$ cat config.mk
export PLATFORM = sky130hd
export DESIGN_NAME = hello_cnt_sched
export DESIGN_NICKNAME = d
export VERILOG_FILES = /design/src/rtl/hello_cnt_sched.sv
export SDC_FILE = /design/constraint.sdc
export NUM_CORES = 1
export LEC_CHECK = 0
export CORE_ASPECT_RATIO = 0.8
export CORE_MARGIN = 2
export CORE_UTILIZATION = 45
export CTS_CLUSTER_DIAMETER = 40
export CTS_CLUSTER_SIZE = 16
export DETAILED_ROUTE_END_ITERATION = 16
export GPL_ROUTABILITY_DRIVEN = 0
export PLACE_DENSITY = 0.95
export SYNTH_ARGS = -nofsm -noshare
export SYNTH_HDL_FRONTEND = slang
export SYNTH_SLANG_ARGS = --single-unit
$ cat constraint.sdc
create_clock -name clk -period 6.4 [get_ports clk]
set_input_delay 1.28 -clock clk [delete_from_list [all_inputs] [get_ports clk]]
set_output_delay 1.28 -clock clk [all_outputs]
set_load 0.01 [all_outputs]
$ cat src/rtl/hello_cnt_sched.sv
// hello_cnt_sched: round-robin time-sharing of the hello down-counter between NREQ requesters.
// Define HELLO_CNT_SCHED_ASSERT_EN to compile in embedded immediate assertions.
module hello_cnt_sched #(
  parameter int NREQ  = 4,
  parameter int CNT_W = 11
) (
  input  logic                    clk,
  input  logic                    rst,
  input  logic [NREQ-1:0]         req,
  input  logic [NREQ*CNT_W-1:0]   len,
  output logic [NREQ-1:0]         gnt,
  output logic [NREQ-1:0]         done,
  output logic                    busy,
  output logic [CNT_W-1:0]        cnt
);
  localparam int IW = $clog2(NREQ);
  typedef enum logic [1:0] {IDLE, RUN, DONE} state_t;
  state_t state, state_n;
  logic [IW-1:0] rr_ptr, rr_n, own, own_n, win, idx;
  logic found;
  logic [NREQ-1:0] gnt_n;
  logic [CNT_W-1:0] cnt_n, len_w;
  // Search starts just past the last owner so contenders alternate.
  always_comb begin
    found = 1'b0;
    win = rr_ptr;
    idx = rr_ptr;
    for (int k = 1; k <= NREQ; k++) begin
      idx = IW'((int'(rr_ptr) + k) % NREQ);
      if (!found && req[idx]) begin
        found = 1'b1;
        win = idx;
      end
    end
  end
  assign len_w = len[win*CNT_W +: CNT_W];
  assign done  = (state == DONE) ? gnt : '0;
  assign busy  = (state != IDLE);
  always_comb begin
    state_n = state;
    gnt_n = gnt;
    cnt_n = cnt;
    rr_n = rr_ptr;
    own_n = own;
    case (state)
      IDLE: if (found) begin
        gnt_n = NREQ'(1) << win;
        cnt_n = len_w;
        own_n = win;
        state_n = (len_w != '0) ? RUN : DONE;
      end
      RUN: if (!req[own]) begin
        state_n = IDLE;
        gnt_n = '0;
        rr_n = own;
      end else begin
        cnt_n = cnt - CNT_W'(1);
        state_n = (cnt == CNT_W'(1)) ? DONE : RUN;
      end
      DONE: begin
        state_n = IDLE;
        gnt_n = '0;
        rr_n = own;
      end
      default: begin
        state_n = IDLE;
        gnt_n = '0;
      end
    endcase
  end
  always_ff @(posedge clk) begin
    if (!rst) begin
      state <= IDLE;
      gnt <= '0;
      cnt <= '0;
      rr_ptr <= IW'(NREQ - 1);
      own <= '0;
    end else begin
      state <= state_n;
      gnt <= gnt_n;
      cnt <= cnt_n;
      rr_ptr <= rr_n;
      own <= own_n;
    end
  end
`ifdef HELLO_CNT_SCHED_ASSERT_EN
  logic [CNT_W-1:0] len_q;
  logic done_q;
  always_ff @(posedge clk) begin
    if (!rst) begin
      len_q <= '0;
      done_q <= 1'b0;
    end else begin
      if (state == IDLE && found) len_q <= len_w;
      done_q <= |done;
      assert ($onehot0(gnt)) else $error("gnt not one-hot0: %b", gnt);
      assert ((done & ~gnt) == '0) else $error("done %b outside gnt %b", done, gnt);
      assert (!(done_q && |done)) else $error("done high two cycles");
      assert (cnt <= len_q) else $error("cnt %0d exceeds len %0d", cnt, len_q);
      assert (busy == (gnt != '0)) else $error("busy/gnt disagree");
      assert (state == IDLE || state == RUN || state == DONE) else $error("illegal state");
    end
  end
`endif
endmodule

==> results of run 1 <==
[critical path: cells and delay by family]
kind | cells | cell delay [ns]
AOI/OAI and AO/OA | 4 | 1.26
buffers and inverters | 1 | 0.47
and+or+nand+nor | 2 | 0.37
muxes | 1 | 0.43
[final cells by class]
class,count,area share
Clock buffer,3,0.0175
Clock inverter,1,0.00212
Inverter,4,0.00635
Multi-Input combinational cell,160,0.479
Sequential cell,21,0.178
Tap cell,42,0.0222
Timing Repair Buffer,70,0.295
[power by group through the flow]
stage / Clock (mW) / Sequential, mW / Combinational, mW
6_report: 0.0879 / 0.176 / 0.249
5_1_grt: 0.0928 / 0.181 / 0.271
4_1_cts: 0.0877 / 0.176 / 0.247
3_5_place_dp: 0 / 0.178 / 0.244
3_3_place_gp: 0 / 0.178 / 0.240
2_1_floorplan: 0 / 0.179 / 0.154
[cells in the final DEF, fill, tap and decap left out, types with 3 or more instances in the layout]
master / netlist / layout
clkdlybuf4s50_1: 0 / 69
dfxtp_1: 21 / 21
nor2_1: 10 / 10
clkbuf_8: 0 / 3
and2_1: 6 / 6
nand3_1: 5 / 5
nor4_1: 4 / 4
nor2b_1: 9 / 9
nand2_1: 11 / 11
o21ai_0: 20 / 20
nor3_1: 5 / 5
mux2_2: 3 / 3
mux2i_1: 32 / 32
inv_1: 4 / 4
a21oi_1: 18 / 18
nand2b_1: 4 / 4
[path summary, 6_finish.rpt]
check | from | end | depth (start not counted)
max | req[3] | state[0] | 8
max reg2reg | rr_ptr[0] | state[0] | 7
min | own[1] | rr_ptr[1] | 2
min reg2reg | own[1] | rr_ptr[1] | 2
[metal layers]
layer | vias up | wire [um] | share of wire | GRT usage
li1 | 850 | - | - | -
met1 | 821 | 2140 | 0.45 | 0.328
met2 | 101 | 2040 | 0.43 | 0.365
met3 | 5 | 572 | 0.12 | 0.0643
met4 | 0 | 36 | 0.0075 | 0.0485
met5 | - | 0 | 0 | 0
[kinds of logic (layout without fill, tap and decap cells)]
| group | after synthesis | in the layout | share of synthesized area |
|---|---|---|---|
| buffers and inverters | 16 | 78 | 0.0535 |
| AO/OA/AOI/OAI | 56 | 56 | 0.218 |
| AND/OR/NAND/NOR | 66 | 66 | 0.227 |
| flip-flops | 21 | 21 | 0.257 |
| multiplexers | 36 | 36 | 0.230 |
| adder cells (fa/ha/maj) | 2 | 2 | 0.0153 |
[metrics by stage]
stage	utilization	hold WS (ns)
final	0.686	0.533
after global routing	0.686	0.568
after CTS	0.686	0.528
after detailed placement	0.673	0.508
after global placement	0.673	0.507
after floorplan	-	0.470
[flip-flops by register name, summed over array words and instances (netlist names)]
| name | flops |
|---|---|
| state | 2 |
| gnt | 4 |
| cnt | 11 |
| own | 2 |
| rr_ptr | 2 |
==> qor.txt, run 1 <==
Finish-stage setup viols - 0
Cells after synthesis - 197
Die Span Y - 58.0 um
Cell taking the most area after synthesis - dfxtp_1
# DRC - 0
Leakage - 0.900 nW
Core Area - 0.00345 mm2
Vias - 1777
FF-to-FF setup slack - 3.93 ns
Largest net degree at the start of global routing - 27
Clock transition at the registers of the reported paths - 0.08 ns
Initial DRC count - 109
Power Density - 217 mW/mm2
Pre-Repair DR Iteration Count - 4
Ports - 70
Max-slew headroom - 0.342
Crit end category - register
Critical path type - in2reg
DP Area - 0.00232 mm2
Post-synth top area share - 0.257
Final Max Slew Viols - 0
Top cells by count, synth - mux2i_1 (32), dfxtp_1 (21), o21ai_0 (20), a21oi_1 (18), nand2_1 (11)
Initial antenna violation count - 0
GRT Total Usage - 0.235
Final WL - 4780 um
Finished Cell Area - 0.00237 mm2
Die area - 0.00414 mm2
Fmax - 0.277 GHz
Ant diodes - 0
Fin Setup TNS - 0 ns
Final Hold Vio Count - 0
RSZ-0062 raised after global routing - no
Async SR Flop Fraction - 0
Syn. warnings - 0
Max VDD drop - 0.000101 V
CTS tree - done
CTS max path bufs - 2
Fin nets - 312
Net Count, Synth - 249
Max-cap viol count - 0
WL per Instance - 15.9 um
FF+latch area - 420 um2
Vias in the first global route - 1633
Mean area per synthesized cell - 8.31 um2
Global route overflow - 0
Status - complete, no violations
Starting density of the core - 0.475
HPWL Detailed - 3640 um
Pint - 0.321 mW
Num rows - 19
Most common cell in the netlist - mux2i_1
Hold buffers post-CTS - 0
Crit path DAT - 3.81 ns
Sequential share of power - 0.344
Fill cells - 272
Inst Count DP - 297
Sw frac - 0.374
NetSw - 0.192 mW
Hold Path Class - reg2reg
Top_reg_cell synth - dfxtp_1
Worst-margin pin slew - 0.986 ns
CP required - 6.60 ns
Crit Path Max Fanout - 16
Mean number of vias per cell - 5.90
Synth top area cells - dfxtp_1 (26%), mux2i_1 (20%), o21ai_0 (6.1%), a21oi_1 (5.5%), nor2b_1 (3.4%)
Count of cell types in the netlist - 43
Number of synthesized flops with an enable pin - 0
P&R area growth vs syn - 44.5%
Clock power share - 0.171
Sink Count - 21
Die Width - 71.5 um
CTS Buf Count - 3
Post-layout minimum cycle time - 3.61 ns
Combinational fraction of design power - 0.485
Worst stage delay on the critical path - 0.75 ns
Worst Setup Slack, final - 2.79 ns
Crit path cell chain - clkdlybuf4s50_1 > nor2b_1 > a21o_1 > a221oi_4 > mux2_2 > and3_1 > a31o_1 > a21oi_1
Share of cells above drive strength 1 - 0.0656
Final Instance Count excl. Fillers - 301
Global-route wire length before repair - 7790 um
# port buffers - 69
Final ANT Viol Nets - 0
Yosys reg bits - 21
Overall Power - 0.513 mW
Clk_skew - 0.00188 ns
H-tree levels - 1
Clk root buf - clkbuf_8
Resized cells post-CTS - 0
Area of the multi-input gates - 0.00113 mm2
Netlist Area Pre-Place - 0.00164 mm2
Post-CTS setup buffers - 0
Worst-Skew Late Latency - 0.26 ns
Dpl ws - 2.54 ns
Startpoint Class - input port
Fraction of the cycle the final worst path needs - 0.564
Register area share after synthesis - 0.257
Worst path slowest cell - a221oi_4
Note: power is estimated with default switching activity, not from simulation.
==> run 2: changes to the inputs <==
CORE_UTILIZATION = 39   (was 45)
PLACE_DENSITY = 0.89   (was 0.95)
clock period = 3.2 ns   (was 6.4 ns; I/O delays follow)
==> run 2 against run 1 <==
  * Non-clock buffer count increased by 4
  * Combinational power is 110% higher
  * First-iteration DRC count rose by 3.7%
  * Die area grew 14%
  * Worst setup slack worse by 2.5 ns
  * Global-route usage shrank 2.5 points
  * Count of clock-buffer cells in the layout unchanged
  * Final cell count is 6.3% higher
  * Critical endpoint unchanged
  * Register-to-register slack got worse by 3.2 ns
  * Critical path type unchanged
  * Sequential share of layout area fell by 0.54 points
  * Sequential power is 100% higher
  * Clock power is 100% higher
==> qor.txt, run 2 (synthesis results as in run 1) <==
Vias - 1792
Hold Path Class - reg2reg
Status - complete, no violations
Overall Power - 1.05 mW
Most frequent cells in the layout - clkdlybuf4s50_1 (69), mux2i_1 (32), dfxtp_1 (21)
Post-layout minimum cycle time - 2.93 ns
Num rows - 21
Commonest non-fill, non-tap cell in the layout - clkdlybuf4s50_1
Worst-margin pin slew - 0.704 ns
P&R area growth vs syn - 49.0%
CTS max path bufs - 2
Largest regs - cnt (11), gnt (4)
Post-CTS setup buffers - 0
Clock transition at the registers of the reported paths - 0.08 ns
Most flops, register - cnt
Die Width - 76.5 um
Worst-Skew Late Latency - 0.26 ns
RSZ-0062 raised after global routing - no
Startpoint Class - input port
CP required - 3.35 ns
Initial antenna violation count - 0
Die area - 0.00474 mm2
Crit path DAT - 3.09 ns
Max VDD drop - 0.000161 V
Global route overflow - 0
# port buffers - 69
WHS - 0.517 ns
Final ANT Viol Nets - 0
Finish-stage setup viols - 0
Power Density - 431 mW/mm2
Hold buffers post-CTS - 0
Flip-flop count of the largest register after layout - 11
Max-cap viol count - 0
CTS tree - done
GRT Total Usage - 0.209
CTS Buf Count - 3
Ports - 70
FF-to-FF setup slack - 0.70 ns
Max-slew headroom - 0.527
Mean number of vias per cell - 5.60
Crit Path Max Fanout - 18
Final WL - 5090 um
Fin nets - 316
Fmax - 0.341 GHz
Fill cells - 383
WL per Instance - 15.9 um
Core Area - 0.00410 mm2
H-tree levels - 1
Final Max Slew Viols - 0
HPWL Detailed - 3890 um
Area of the multi-input gates - 0.00113 mm2
Ant diodes - 0
Fin Setup TNS - 0 ns
Global-route wire length before repair - 7850 um
Leakage - 0.928 nW
Final Instance Count excl. Fillers - 320
Fraction of the cycle the final worst path needs - 0.917
Inst Count DP - 316
Initial DRC count - 113
Pre-Repair DR Iteration Count - 4
Vias in the first global route - 1595
# DRC - 0
Final Hold Vio Count - 0
Clk_skew - 0.00310 ns
Starting density of the core - 0.400
Share of cells above drive strength 1 - 0.0798
Resized cells post-CTS - 0
Largest net degree at the start of global routing - 21
Crit end category - register
Clk root buf - clkbuf_8
Die Span Y - 62.0 um
FF+latch area - 420 um2
Sink Count - 21
Critical path type - in2reg
==> run 2: layout make-up <==
class	instances	area share
multi-input combinational	160	0.465
timing repair buffer	74	0.309
sequential	21	0.172
tap	57	0.0292
clock buffer	3	0.0169
inverter	4	0.00615
clock inverter	1	0.00205
==> run 2: where the power goes <==
part	switching, mW	internal (mW)	total (mW)
Clock	0.0900	0.0867	0.177
Combinational	0.247	0.272	0.519
Sequential	0.0552	0.300	0.355
==> run 2: path summary, 6_finish.rpt <==
check / from / to / depth (start not counted)
setup reg to reg: rr_ptr[0] / state[0] / 9
setup / recovery: req[1] / state[0] / 10
hold reg to reg: own[1] / own[1] / 2
hold / removal: own[1] / own[1] / 2
==> run 2: per-stage QoR <==
step                      utilization  setup slack, ns  cell area (um2)
after floorplan                     -            0.861             1640
final                           0.595            0.267             2440
after global routing            0.595           0.0707             2440
after detailed placement        0.584          0.00303             2390
after CTS                       0.595            0.266             2440
after global placement          0.584            0.223             2390
==> run 2: critical path, cell delays in order <==
cell             delay, ns
clkdlybuf4s50_1       0.49
nand2b_1              0.12
o21ai_0               0.10
o21ai_2               0.50
buf_12                0.25
mux2i_1               0.26
mux2i_1               0.15
nor4_2                0.33
a31o_1                0.19
a21oi_1               0.06
==> run 2: per-layer routing <==
layer	global-route usage	up-vias	routed length (um)
met5	0	-	0
met4	0.0468	0	14
met3	0.0462	2	401
met2	0.339	83	2160
met1	0.292	843	2510
li1	-	864	-
==> run 3: changes to the inputs <==
SETUP_SLACK_MARGIN = 0.05   (was unset)
TNS_END_PERCENT = 50   (was unset)
==> results of run 3 <==
Final layout, timing and power as in run 2 (identical DEF).
